`config.mk`:
```
export PLATFORM = sky130hd
export DESIGN_NAME = muldiv_sequencer
export DESIGN_NICKNAME = d
export VERILOG_FILES = /design/src/rtl/muldiv_pkg.sv /design/src/rtl/muldiv_step.sv /design/src/rtl/muldiv_sequencer.sv
export SDC_FILE = /design/constraint.sdc
export NUM_CORES = 1
export LEC_CHECK = 0
export BUFFER_PORTS_ARGS = -buffer_cell sky130_fd_sc_hd__buf_2
export CAP_MARGIN = 20
export CORE_AREA = 2 2 200 202
export CTS_CLUSTER_DIAMETER = 150
export DETAILED_ROUTE_END_ITERATION = 7
export DIE_AREA = 0 0 202 204
export PLACE_DENSITY_LB_ADDON = 0.25
export RECOVER_POWER = 50
export SLEW_MARGIN = 25
export SYNTH_ARGS = -nofsm -noshare
export SYNTH_HDL_FRONTEND = slang
export SYNTH_HIERARCHICAL = 1
export SYNTH_SLANG_ARGS = --single-unit
```
`constraint.sdc`:
```
create_clock -name clk -period 15.9 [get_ports clk]
set_clock_uncertainty 0.2 [all_clocks]
set_input_delay 1.59 -clock clk [delete_from_list [all_inputs] [get_ports clk]]
set_output_delay 1.59 -clock clk [all_outputs]
set_load 0.03 [all_outputs]
```
`src/rtl/muldiv_pkg.sv`:
```
// rtl/muldiv_pkg.sv - shared types and constants for the RV32M multiply/divide sequencer
package muldiv_pkg;

    localparam int XLEN = 32;

    typedef enum logic [1:0] {
        S_IDLE = 2'd0,
        S_CALC = 2'd1,
        S_FIX  = 2'd2,
        S_DONE = 2'd3
    } state_t;

    localparam logic [2:0] F3_MUL    = 3'b000;
    localparam logic [2:0] F3_MULH   = 3'b001;
    localparam logic [2:0] F3_MULHSU = 3'b010;
    localparam logic [2:0] F3_MULHU  = 3'b011;
    localparam logic [2:0] F3_DIV    = 3'b100;
    localparam logic [2:0] F3_DIVU   = 3'b101;
    localparam logic [2:0] F3_REM    = 3'b110;
    localparam logic [2:0] F3_REMU   = 3'b111;

endpackage

```
`src/rtl/muldiv_step.sv`:
```
// rtl/muldiv_step.sv - one shift-add multiply or restoring divide iteration
module muldiv_step
    import muldiv_pkg::*;
#(
    parameter int W = XLEN
) (
    input  logic [2*W-1:0] acc,
    input  logic [W-1:0]   operand,
    input  logic           next_bit,
    input  logic           is_div,
    output logic [2*W-1:0] acc_next
);

    // Divide: acc = {remainder, quotient}; the trial word is one bit wider
    // because a shifted remainder can exceed W bits before the subtract.
    logic [W:0]   trial;
    logic [W-1:0] diff;
    logic [W-1:0] add_term;

    always_comb begin
        trial    = {acc[2*W-1:W], next_bit};
        diff     = trial[W-1:0] - operand;
        add_term = next_bit ? operand : '0;
        acc_next = '0;
        if (is_div) begin
            if (trial >= {1'b0, operand}) begin
                acc_next = {diff, acc[W-2:0], 1'b1};
            end else begin
                acc_next = {trial[W-1:0], acc[W-2:0], 1'b0};
            end
        end else begin
            acc_next = {acc[2*W-2:0], 1'b0} + {{W{1'b0}}, add_term};
        end
    end

endmodule

```
`src/rtl/muldiv_sequencer.sv`:
```
// rtl/muldiv_sequencer.sv - iterative RV32M multiply/divide unit with pipeline stall
module muldiv_sequencer
    import muldiv_pkg::*;
#(
    parameter int XLEN  = muldiv_pkg::XLEN,
    parameter int CNT_W = 5
) (
    input  logic            clk,
    input  logic            rst,
    input  logic            start,
    input  logic [2:0]      funct3,
    input  logic [XLEN-1:0] srcA,
    input  logic [XLEN-1:0] srcB,
    input  logic            flush,
    output logic            busy,
    output logic            stall,
    output logic            done,
    output logic [XLEN-1:0] result
);

    state_t              state, state_nxt;
    logic [2:0]          op;
    logic [XLEN-1:0]     mag_a, mag_b;
    logic                neg_q, neg_r;
    logic [2*XLEN-1:0]   acc, acc_step;
    logic [CNT_W-1:0]    cnt, bit_idx;
    logic                accept, fast, div0, ovf;
    logic                signed_a, signed_b, sa, sb;
    logic [XLEN-1:0]     fast_val, fix_val;
    logic [2*XLEN-1:0]   prod;
    logic [XLEN-1:0]     quo, rem;
    logic                last_step;

    assign accept    = (state == S_IDLE) && start && !flush;
    assign last_step = (cnt == CNT_W'(XLEN - 1));
    assign bit_idx   = CNT_W'(XLEN - 1) - cnt;

    assign signed_a = (funct3 != F3_MULHU) && (funct3 != F3_DIVU) && (funct3 != F3_REMU);
    assign signed_b = (funct3 == F3_MUL) || (funct3 == F3_MULH) ||
                      (funct3 == F3_DIV) || (funct3 == F3_REM);
    assign sa       = signed_a && srcA[XLEN-1];
    assign sb       = signed_b && srcB[XLEN-1];

    // Divide-by-zero and signed overflow resolve without iterating.
    assign div0     = funct3[2] && (srcB == '0);
    assign ovf      = funct3[2] && !funct3[0] &&
                      (srcA == {1'b1, {(XLEN-1){1'b0}}}) && (srcB == '1);
    assign fast     = div0 || ovf;
    assign fast_val = div0 ? (funct3[1] ? srcA : '1) : (funct3[1] ? '0 : srcA);

    muldiv_step #(.W(XLEN)) u_step (
        .acc      (acc),
        .operand  (op[2] ? mag_b : mag_a),
        .next_bit (op[2] ? mag_a[bit_idx] : mag_b[bit_idx]),
        .is_div   (op[2]),
        .acc_next (acc_step)
    );

    always_ff @(posedge clk) begin
        if (rst) begin
            state <= S_IDLE;
        end else begin
            state <= state_nxt;
        end
    end

    always_comb begin
        state_nxt = state;
        unique case (state)
            S_IDLE:  if (accept) state_nxt = fast ? S_DONE : S_CALC;
            S_CALC:  if (flush) state_nxt = S_IDLE;
                     else if (last_step) state_nxt = S_FIX;
            S_FIX:   state_nxt = flush ? S_IDLE : S_DONE;
            S_DONE:  state_nxt = S_IDLE;
            default: state_nxt = S_IDLE;
        endcase
    end

    always_comb begin
        busy  = (state == S_CALC) || (state == S_FIX);
        done  = (state == S_DONE) && !flush;
        stall = start || busy;
    end

    // Quotient and product share neg_q; the remainder follows the dividend.
    always_comb begin
        prod    = neg_q ? -acc : acc;
        quo     = neg_q ? -acc[XLEN-1:0] : acc[XLEN-1:0];
        rem     = neg_r ? -acc[2*XLEN-1:XLEN] : acc[2*XLEN-1:XLEN];
        fix_val = '0;
        unique case (op)
            F3_MUL:                       fix_val = prod[XLEN-1:0];
            F3_MULH, F3_MULHSU, F3_MULHU: fix_val = prod[2*XLEN-1:XLEN];
            F3_DIV, F3_DIVU:              fix_val = quo;
            default:                      fix_val = rem;
        endcase
    end

    always_ff @(posedge clk) begin
        if (rst) begin
            op     <= '0;
            mag_a  <= '0;
            mag_b  <= '0;
            neg_q  <= 1'b0;
            neg_r  <= 1'b0;
            acc    <= '0;
            cnt    <= '0;
            result <= '0;
        end else if (accept) begin
            op    <= funct3;
            mag_a <= sa ? -srcA : srcA;
            mag_b <= sb ? -srcB : srcB;
            neg_q <= sa ^ sb;
            neg_r <= sa;
            acc   <= '0;
            cnt   <= '0;
            if (fast) begin
                result <= fast_val;
            end
        end else if (state == S_CALC) begin
            acc <= acc_step;
            cnt <= cnt + 1'b1;
        end else if (state == S_FIX && !flush) begin
            result <= fix_val;
        end
    end

endmodule

```
After elaboration in Yosys (flattened, before gate mapping). Cells that the tools add are included.

Bits of input ports: 71. Flip-flop bits (word level): 172. Logic and storage cells: 100. Output and inout bits: 35.

$lt $le $gt $ge: 2. Reductions and logical operators: 30. Add/subtract/negate cells: 9. Eq/ne operators: 21. Bitwise logic cells: 1. Mux-type cells: 28.

Operator list (number): $mux 32 (13); $mux 64 (3); $neg 32->32 (4); $pmux 32 s3 (1); $add 64x32->64 (1); $eq 32x32->1 const B (2); $neg 64->64 (1); $ge 33x32->1 (1); $logic_not 32->1 (1); $sub 32x32->32 (1); $eq 3x3->1 const B (4); $logic_and 1x1->1 (12); $bmux 1 s5 (2); $mux 2 (5); $ne 3x3->1 const B (3); $pmux 2 s4 (1); $eq 3x1->1 const B (2); $eq 3x2->1 const B (2); $logic_not 3->1 (2); $logic_or 1x1->1 (6); $lt 5x6->1 const B (1); $add 5x1->5 const B (1); $eq 5x5->1 const B (1); $sub 5x5->5 const A (1); other kinds (14) (20).

Depth between registers and ports, before layout. Gate-level depths: netlist of the first run.

Depth after elaboration: 8. Gate-level depth with buffers: 21. Depth with buffers taken out: 18.

By module. The synthesis of the first run kept the hierarchy.

By module, submodules not included: muldiv_sequencer (times used 1, cells each 1479, sequential area each 3443.3 µm², area an instance 11952.7 µm²); muldiv_step (times used 1, cells each 861, sequential area each 0.0 µm², area an instance 5400.2 µm²).

Least setup slack after synthesis of the first run. OpenSTA, ideal clock, no wires.

Path type: register to register. Start point: register cnt[0]. End point: register acc[63]. Path buffers: 4. Data arrival time: 5.755 ns. Stages on the path, launching flop included: 21. Library setup time: 0.065 ns. Data required time: 15.635 ns. Path slack: 9.880 ns. Period minus slack after synthesis: 6.020 ns. Cell sequence: dfxtp_1 -> clkbuf_1 -> clkbuf_1 -> mux4_2 -> mux4_2 -> mux4_2 -> inv_1 -> clkbuf_1 -> nor2_1 -> ha_1 -> buf_4 -> nand3_4 -> or4_1 -> a2111o_1 -> a31oi_4 -> a31o_2 -> nand3_1 -> or3_1 -> o211ai_1 -> mux2i_1 -> nor2_1.

Longest elaborated chain between the ends: 7. Elaborated cells on any way between the ends: 12. Those cells by class: add/sub (3); order compare (1); mux (8).

RTL lines: start: declaration (RTL line muldiv_sequencer.sv:26) `logic [CNT_W-1:0] cnt, bit_idx;`; start signal: assignment (RTL line muldiv_sequencer.sv:122) `cnt <= cnt + 1'b1;`; $sub 5x5->5 (*) (RTL line muldiv_sequencer.sv:36) `assign bit_idx = CNT_W'(XLEN - 1) - cnt;`; $bmux 1 s5 (RTL line muldiv_sequencer.sv:54) `.next_bit (op[2] ? mag_a[bit_idx] : mag_b[bit_idx]),`; $mux 1 (implied by the code) (RTL line muldiv_sequencer.sv:54); $mux 1 (*) (RTL line muldiv_sequencer.sv:54); $mux 32 (tied with other cells) (RTL line muldiv_step.sv:23) `add_term = next_bit ? operand : '0;`; $add 64x32->64 or $mux 64 (tied branches) (RTL line muldiv_step.sv:32, muldiv_step.sv:26); $mux 64 (*) (RTL line muldiv_step.sv:25) `if (is_div) begin`; net acc_step[63] (RTL line muldiv_sequencer.sv:25) `logic [2*XLEN-1:0] acc, acc_step;`; end signal: assignment (RTL line muldiv_sequencer.sv:121) `acc <= acc_step;`; end: declaration (RTL line muldiv_sequencer.sv:25).

The timed path passes the listed nets; every way through them passes the cells marked *. The select of a mux whose other input is x is not followed. A chain may end at the register's enable or synchronous reset.

Worst setup path in the final report of the first run.
Start point: input port start. End point: register result[22].

Longest elaborated chain between the ends: 4. Elaborated cells on any way between the ends: 7. Those cells by class: eq/ne (2); mux (1); reduce/logical (4).

RTL lines: start: declaration (RTL line muldiv_sequencer.sv:10) `input logic start,`; $logic_and 1x1->1 (*) (2 in series) (RTL line muldiv_sequencer.sv:34) `assign accept = (state == S_IDLE) && start && !flush;`; $ne 2x1->1 (no source line) (tied with other cells); $reduce_and 3->1 (no source line); end signal: assignment (RTL line muldiv_sequencer.sv:118) `result <= fast_val;`; end signal: assignment (RTL line muldiv_sequencer.sv:124) `result <= fix_val;`; end: declaration (RTL line muldiv_sequencer.sv:18) `output logic [XLEN-1:0] result`.

Mark *: on every way between the ends. The rest lies on a longest branch, timed or not.

==> impl_metrics.csv, run 1 <==
group,metric,value,unit
status,outcome,"finished, violations left",
status,violations,"design-rule violations, max-capacitance violations, max-slew violations",
power_and_ir_drop,p_comb_share,49.5,%
clocking,clkTransAtPathRegs,70,ps
setup_path,crit_start,"start",
power_and_ir_drop,irDropWorstVdd,0.0824,mV
sta,tightest_slew,4590,ps
sta,slew_viol_final,349,
drt,num_vias,19100,
setup_path,crit_path_max_incr_delay,3300,ps
setup_path,path_buf_inv,3,
placement,dp_slack,8990,ps
setup_path,crit_path_frequent_cell,"clkbuf_1",
setup_path,crit_type,"in -> reg",
layout,postLayoutCellArea,18700,sq um
synthesis,synth.top_cell.area_share,19.8,%
placement,gp_congestion,1.01,
synthesis,yosysWarnings,6,
global_route,antenna_found_initial,0,
sta,rsz0062_at_grt,"false",
clocking,postCtsSetupRepairBufs,0,
synthesis,syn_area,17400,sq um
synthesis,ys_ff_latch,172,
power_and_ir_drop,total_leakage_power,7.08,nW
sta,finalHoldViolCount,0,
global_route,grt_pass1_vias,17200,
synthesis,syn-num-nets,2489,
setup_path,crit_path_top_delay_cell,"clkbuf_1",
placement,portBuffers,105,
synthesis,syn-mean-instance-area,7.42,sq um
drt,ant_nets,0,
setup_path,worstPathRequired,16040,ps
clocking,cts-resized-gates,0,
drt,drcViolationCount,1,
clocking,clock-root-buffer,"clkbuf_16",
synthesis,synth_top_area_cell,"dfxtp_1",
drt,drt_iter0_markers,2633,
setup_path,cp-end-kind,"flop",
synthesis,async_reset_ff_share,0,%
clocking,cts_buffers,17,
sta,fmax,121,MHz
flow_run,maxCapViolations,6,
power_and_ir_drop,intPower,0.00107,W
floorplan,die_y,204,microns
clocking,clock_latency,460,ps
setup_path,path_max_fanout,117,
clocking,ctsLongestPathBuffers,2,
synthesis,synth-edff-count,0,
drt,drt-total-wl,71.0,mm
sta,finalSetupTns,0,ps
synthesis,yosysSeqAreaShare,19.8,%
global_route,track_usage,33.7,%
sta,slew_headroom,-206,%
clocking,clock_sinks,172,
drt,wl_per_cell,24.8,microns
power_and_ir_drop,seqPwrFrac,28.0,%
setup_path,arrival,8410,ps
power_and_ir_drop,p_sw_share,46.0,%
worst_hold_path,hp-class,"reg -> reg",
drt,via_per_inst,6.67,
synthesis,yosysMostFrequentCell,"nor2_1",
floorplan,dieArea,41200,sq um
sta,holdWs,268,ps
clocking,cts-htree-levels,4,
clocking,tritoncts,"done",
synthesis,synthFlopType,"dfxtp_1",
placement,hpwl,54.1,mm
layout,drive_gt1_share,10.1,%
power_and_ir_drop,p_switching,0.000912,W
floorplan,fp.dieW,202,microns
floorplan,core_area,39200,sq um
sta,setup_violations,0,
floorplan,rows,73,
setup_path,path_cells,"clkbuf_1 -> nand2_1 -> nor2_4 -> clkbuf_1 -> clkbuf_1 -> o21ai_0 -> a32o_1",
sta,finalCritPeriodShare,52.0,%
synthesis,ys_types,94,
power_and_ir_drop,clkPwrFrac,22.5,%
layout,fill_cells,3876,
setup_path,start_kind,"input pin",
floorplan,start_util,44.3,%
floorplan,io_pins,106,
setup_path,r2r_start,"state[0]$_SDFFE_PP0P_",
sta,setup_ws,7630,ps
synthesis,yosys-top-cells-count,"nor2_1 (296), nand2_1 (181), dfxtp_1 (172)",
layout,final_util,47.7,%
layout,diodes,0,
global_route,grt_pass1_wl,107,mm
worst_hold_path,worstHoldStart,"result[26]$_SDFFE_PP0P_",
global_route,gr-total-overflow,0,
synthesis,yosys-top-cells-area,"dfxtp_1 (20%), nor2_1 (6.4%), ha_1 (5.5%)",
placement,placed_cell_area,18200,sq um
power_and_ir_drop,p_per_area,106,nW/um^2
layout,syn_to_final_growth,7.69,%
global_route,grt_max_degree,118,
setup_path,cp_top_family,"buffers and inverters",
clocking,hold_buffers,0,
drt,first_pass_iters,8,
layout,num-nets-final,2479,
synthesis,syn_inst,2340,
sta,period_needed,8270,ps
path summary, 6_finish.rpt:
path / cells after the start / to / slack (ps)
worst max register to register: 8 / result[22]$_SDFFE_PP0P_ / 8280
worst min-delay path: 1 / result[26]$_SDFFE_PP0P_ / 270
worst min register to register: 1 / result[26]$_SDFFE_PP0P_ / 270
worst max-delay path: 7 / result[22]$_SDFFE_PP0P_ / 7630
state kept, by name, indices dropped and copies added, names as in the netlist:
signal / cells
acc: 64
cnt: 5
mag_a: 32
mag_b: 32
neg_q: 1
neg_r: 1
op: 3
result: 32
state: 2
power groups by stage:
stage | sequential (W) | clock [W] | combinational [W]
floorplan | 0.000536 | 0 | 0.000680
global placement | 0.000559 | 0 | 0.000946
detailed placement | 0.000559 | 0 | 0.000949
CTS | 0.000550 | 0.000448 | 0.000956
global route | 0.000560 | 0.000466 | 0.00104
finish | 0.000555 | 0.000445 | 0.000981
metal layers:
metal | vias up | GRT usage, % | wire (microns)
li1 | 8696 | - | -
met1 | 9133 | 46.2 | 30300
met2 | 1111 | 51.1 | 30300
met3 | 191 | 5.77 | 6820
met4 | 0 | 16.6 | 3580
met5 | - | 0 | 0
cells in the final DEF (no fill, tap or decap), types with 34 or more instances in the layout:
cell type    n
a211oi_1    81
a21oi_1    151
and3_1      34
buf_2       67
clkbuf_1    45
dfxtp_1    170
ha_1        75
inv_1       73
mux2_2      36
mux2i_1     81
nand2_1    181
nand3_1     52
nand4_1     40
nor2_1     295
nor3_1      86
nor4_1      36
o21ai_0    142
o31ai_1     35
xnor2_1     63
xor2_1      86
cell type report:
cell class | count | area (sq um) | share of cell area [%]
well taps | 525 | 657 | 3.52
multi-input cells | 1920 | 13000 | 69.3
clock buffers | 19 | 443 | 2.37
clock inverters | 13 | 155 | 0.830
flip-flops and latches | 172 | 3450 | 18.5
repair buffers | 143 | 741 | 3.96
inverters | 76 | 285 | 1.53
through the flow:
step	total power, W	std cells
floorplan	0.00122	2340
global placement	0.00151	2836
detailed placement	0.00151	2836
CTS	0.00195	2868
global route	0.00207	2868
finish	0.00198	2868
cells by family after synthesis:
group	after synthesis	share of synthesized area [%]
simple gates	858	24.1
xor+xnor	149	7.52
buf+inv	248	5.68
fa+ha+maj	87	6.23
mux	138	9.73
compound gates	688	26.9
flops	172	19.8
No activity file was read; power rests on OpenSTA's default activity.
==> run 2: changes to the inputs <==
clock period = 7.05 ns   (was 15.9 ns; I/O delays follow)
==> run 2 against run 1 <==
Compared with the run above:
- the flow finishes with violations (max-capacitance violations, max-slew violations)
- sequential power up 120%
- routed wire length up 0.58%
- non-clock buffer count down 3
- sequential share of layout area about the same
- total power up 120%
- largest cell class unchanged
==> impl_metrics.csv, run 2 (synthesis gave the netlist of run 1 again) <==
group,metric,value,unit
status,outcome,"finished, violations left",
status,violations,"max-capacitance violations, max-slew violations",
global_route,grt_max_degree,85,
floorplan,io_pins,106,
clocking,cts_buffers,17,
power_and_ir_drop,p_switching,0.00210,W
layout,final_cell_mix,"nor2_1 (296), nand2_1 (180), dfxtp_1 (171)",
layout,largest_register,"acc",
floorplan,core_area,39200,sq um
layout,syn_to_final_growth,7.54,%
global_route,gr-total-overflow,0,
clocking,postCtsSetupRepairBufs,0,
drt,num_vias,19100,
power_and_ir_drop,clkPwrFrac,22.2,%
setup_path,path_max_fanout,20,
drt,wl_per_cell,24.9,microns
sta,finalCritPeriodShare,93.1,%
layout,multiInputGateArea,13000,sq um
power_and_ir_drop,seqPwrFrac,27.8,%
setup_path,crit_path_top_delay_cell,"dfxtp_1",
layout,diodes,0,
worst_hold_path,hp-class,"reg -> reg",
setup_path,reg2reg_depth,17,
setup_path,arrival,6580,ps
drt,drt_iter0_markers,2607,
sta,tightest_slew,3460,ps
layout,largest_reg_flops,64,
placement,portBuffers,105,
power_and_ir_drop,total_leakage_power,7.09,nW
sta,finalSetupTns,0,ps
drt,via_per_inst,6.68,
floorplan,dieArea,41200,sq um
setup_path,path_cells,"mux4_2 -> mux4_2 -> mux4_2 -> inv_1 -> buf_4 -> nor2_1 -> ha_1 -> nand3_1 -> or4_1 -> a2111o_1 -> a31oi_4 -> a31oi_4 -> nor4_2 -> and2_1 -> a221oi_2 -> mux2i_1 -> nor2_1",
setup_path,crit_start,"cnt[1]$_SDFFE_PP0P_",
power_and_ir_drop,p_per_area,238,nW/um^2
placement,hpwl,54.6,mm
clocking,ctsLongestPathBuffers,2,
clocking,tritoncts,"done",
global_route,grt_pass1_vias,17400,
sta,slew_viol_final,163,
setup_path,rrSetupSlack,490,ps
global_route,antenna_found_initial,1,
clocking,hold_buffers,0,
sta,finalHoldViolCount,0,
power_and_ir_drop,irDropWorstVdd,0.201,mV
global_route,grt_pass1_wl,109,mm
drt,ant_nets,0,
sta,fmax,152,MHz
drt,first_pass_iters,6,
power_and_ir_drop,p_comb_share,50.0,%
setup_path,r2r_start,"cnt[1]$_SDFFE_PP0P_",
drt,drcViolationCount,0,
sta,setup_violations,0,
clocking,cts-htree-levels,4,
power_and_ir_drop,intPower,0.00234,W
setup_path,crit_path_frequent_cell,"mux4_2",
floorplan,rows,73,
setup_path,crit_type,"reg -> reg",
floorplan,fp.dieW,202,microns
layout,fill_cells,3941,
clocking,clock_latency,470,ps
setup_path,worstSetupEndpoint,"acc[57]$_SDFFE_PP0P_",
worst_hold_path,hold_path_depth,1,
setup_path,worstPathRequired,7070,ps
setup_path,crit_path_max_incr_delay,770,ps
layout,drive_gt1_share,10.2,%
sta,slew_headroom,-131,%
floorplan,die_y,204,microns
floorplan,start_util,44.3,%
placement,gp_congestion,1.04,
setup_path,cp-end-kind,"flop",
clocking,clock-root-buffer,"clkbuf_16",
power_and_ir_drop,p_sw_share,47.2,%
layout,final_common_cell,"nor2_1",
drt,drt-total-wl,71.4,mm
setup_path,r2r_end,"acc[57]$_SDFFE_PP0P_",
sta,holdWs,275,ps
layout,register_area,3450,sq um
clocking,cts-resized-gates,0,
sta,period_needed,6560,ps
clocking,clkTransAtPathRegs,80,ps
sta,rsz0062_at_grt,"false",
setup_path,start_kind,"flop",
layout,num-nets-final,2476,
global_route,track_usage,34.2,%
flow_run,maxCapViolations,3,
clocking,clock_sinks,172,
[run 2: worst min path at each step]
stage	start	endpoint	slack [ps]
floorplan	mag_b[16]$_SDFFE_PP0P_	mag_b[16]$_SDFFE_PP0P_	240
global placement	result[21]$_SDFFE_PP0P_	result[21]$_SDFFE_PP0P_	250
detailed placement	result[28]$_SDFFE_PP0P_	result[28]$_SDFFE_PP0P_	250
CTS	result[31]$_SDFFE_PP0P_	result[31]$_SDFFE_PP0P_	270
global route	result[31]$_SDFFE_PP0P_	result[31]$_SDFFE_PP0P_	290
finish	result[23]$_SDFFE_PP0P_	result[23]$_SDFFE_PP0P_	280
[run 2: critical path, delay by kind of cell, from the launching register on]
kind | cells | cell delay [ps]
AND/OR/NAND/NOR | 6 | 1350
flip-flops | 1 | 770
buffers and inverters | 2 | 860
multiplexers | 4 | 1720
adder cells (fa/ha/maj) | 1 | 380
AO/OA/AOI/OAI | 4 | 1010
[run 2: final cells by class]
type,count,area share [%]
timing repair buffer,140,3.92
clock buffer,19,2.37
multi-input combinational,1920,69.4
clock inverter,13,0.778
inverter,76,1.53
sequential,172,18.5
tap,525,3.52
[run 2: per-layer routing]
layer	vias up	GRT usage [%]	part of all wire, %	routed length [microns]
met5	-	0	0	0
met4	0	18.2	5.8	4120
met3	213	5.84	10	7110
met2	1160	49.9	41	29500
met1	9051	48.0	43	30700
li1	8716	-	-	-
[run 2: power by group through the flow]
stage | registers (W) | logic [W] | clock network (W)
finish | 0.00124 | 0.00222 | 0.000987
global route | 0.00124 | 0.00237 | 0.00104
CTS | 0.00122 | 0.00217 | 0.000994
detailed placement | 0.00125 | 0.00215 | 0
global placement | 0.00124 | 0.00215 | 0
floorplan | 0.00121 | 0.00153 | 0
[run 2: stage by stage]
stage          instances  power (W)  area, sq um  setup slack (ps)  util [%]
2_1_floorplan       2340    0.00274        17400              1030         -
3_3_place_gp        2833    0.00339        18100               861      46.3
3_5_place_dp        2833    0.00340        18100               783      46.3
4_1_cts             2865    0.00438        18700               735      47.8
5_1_grt             2865    0.00465        18700               239      47.6
6_report            2865    0.00444        18700               487      47.6
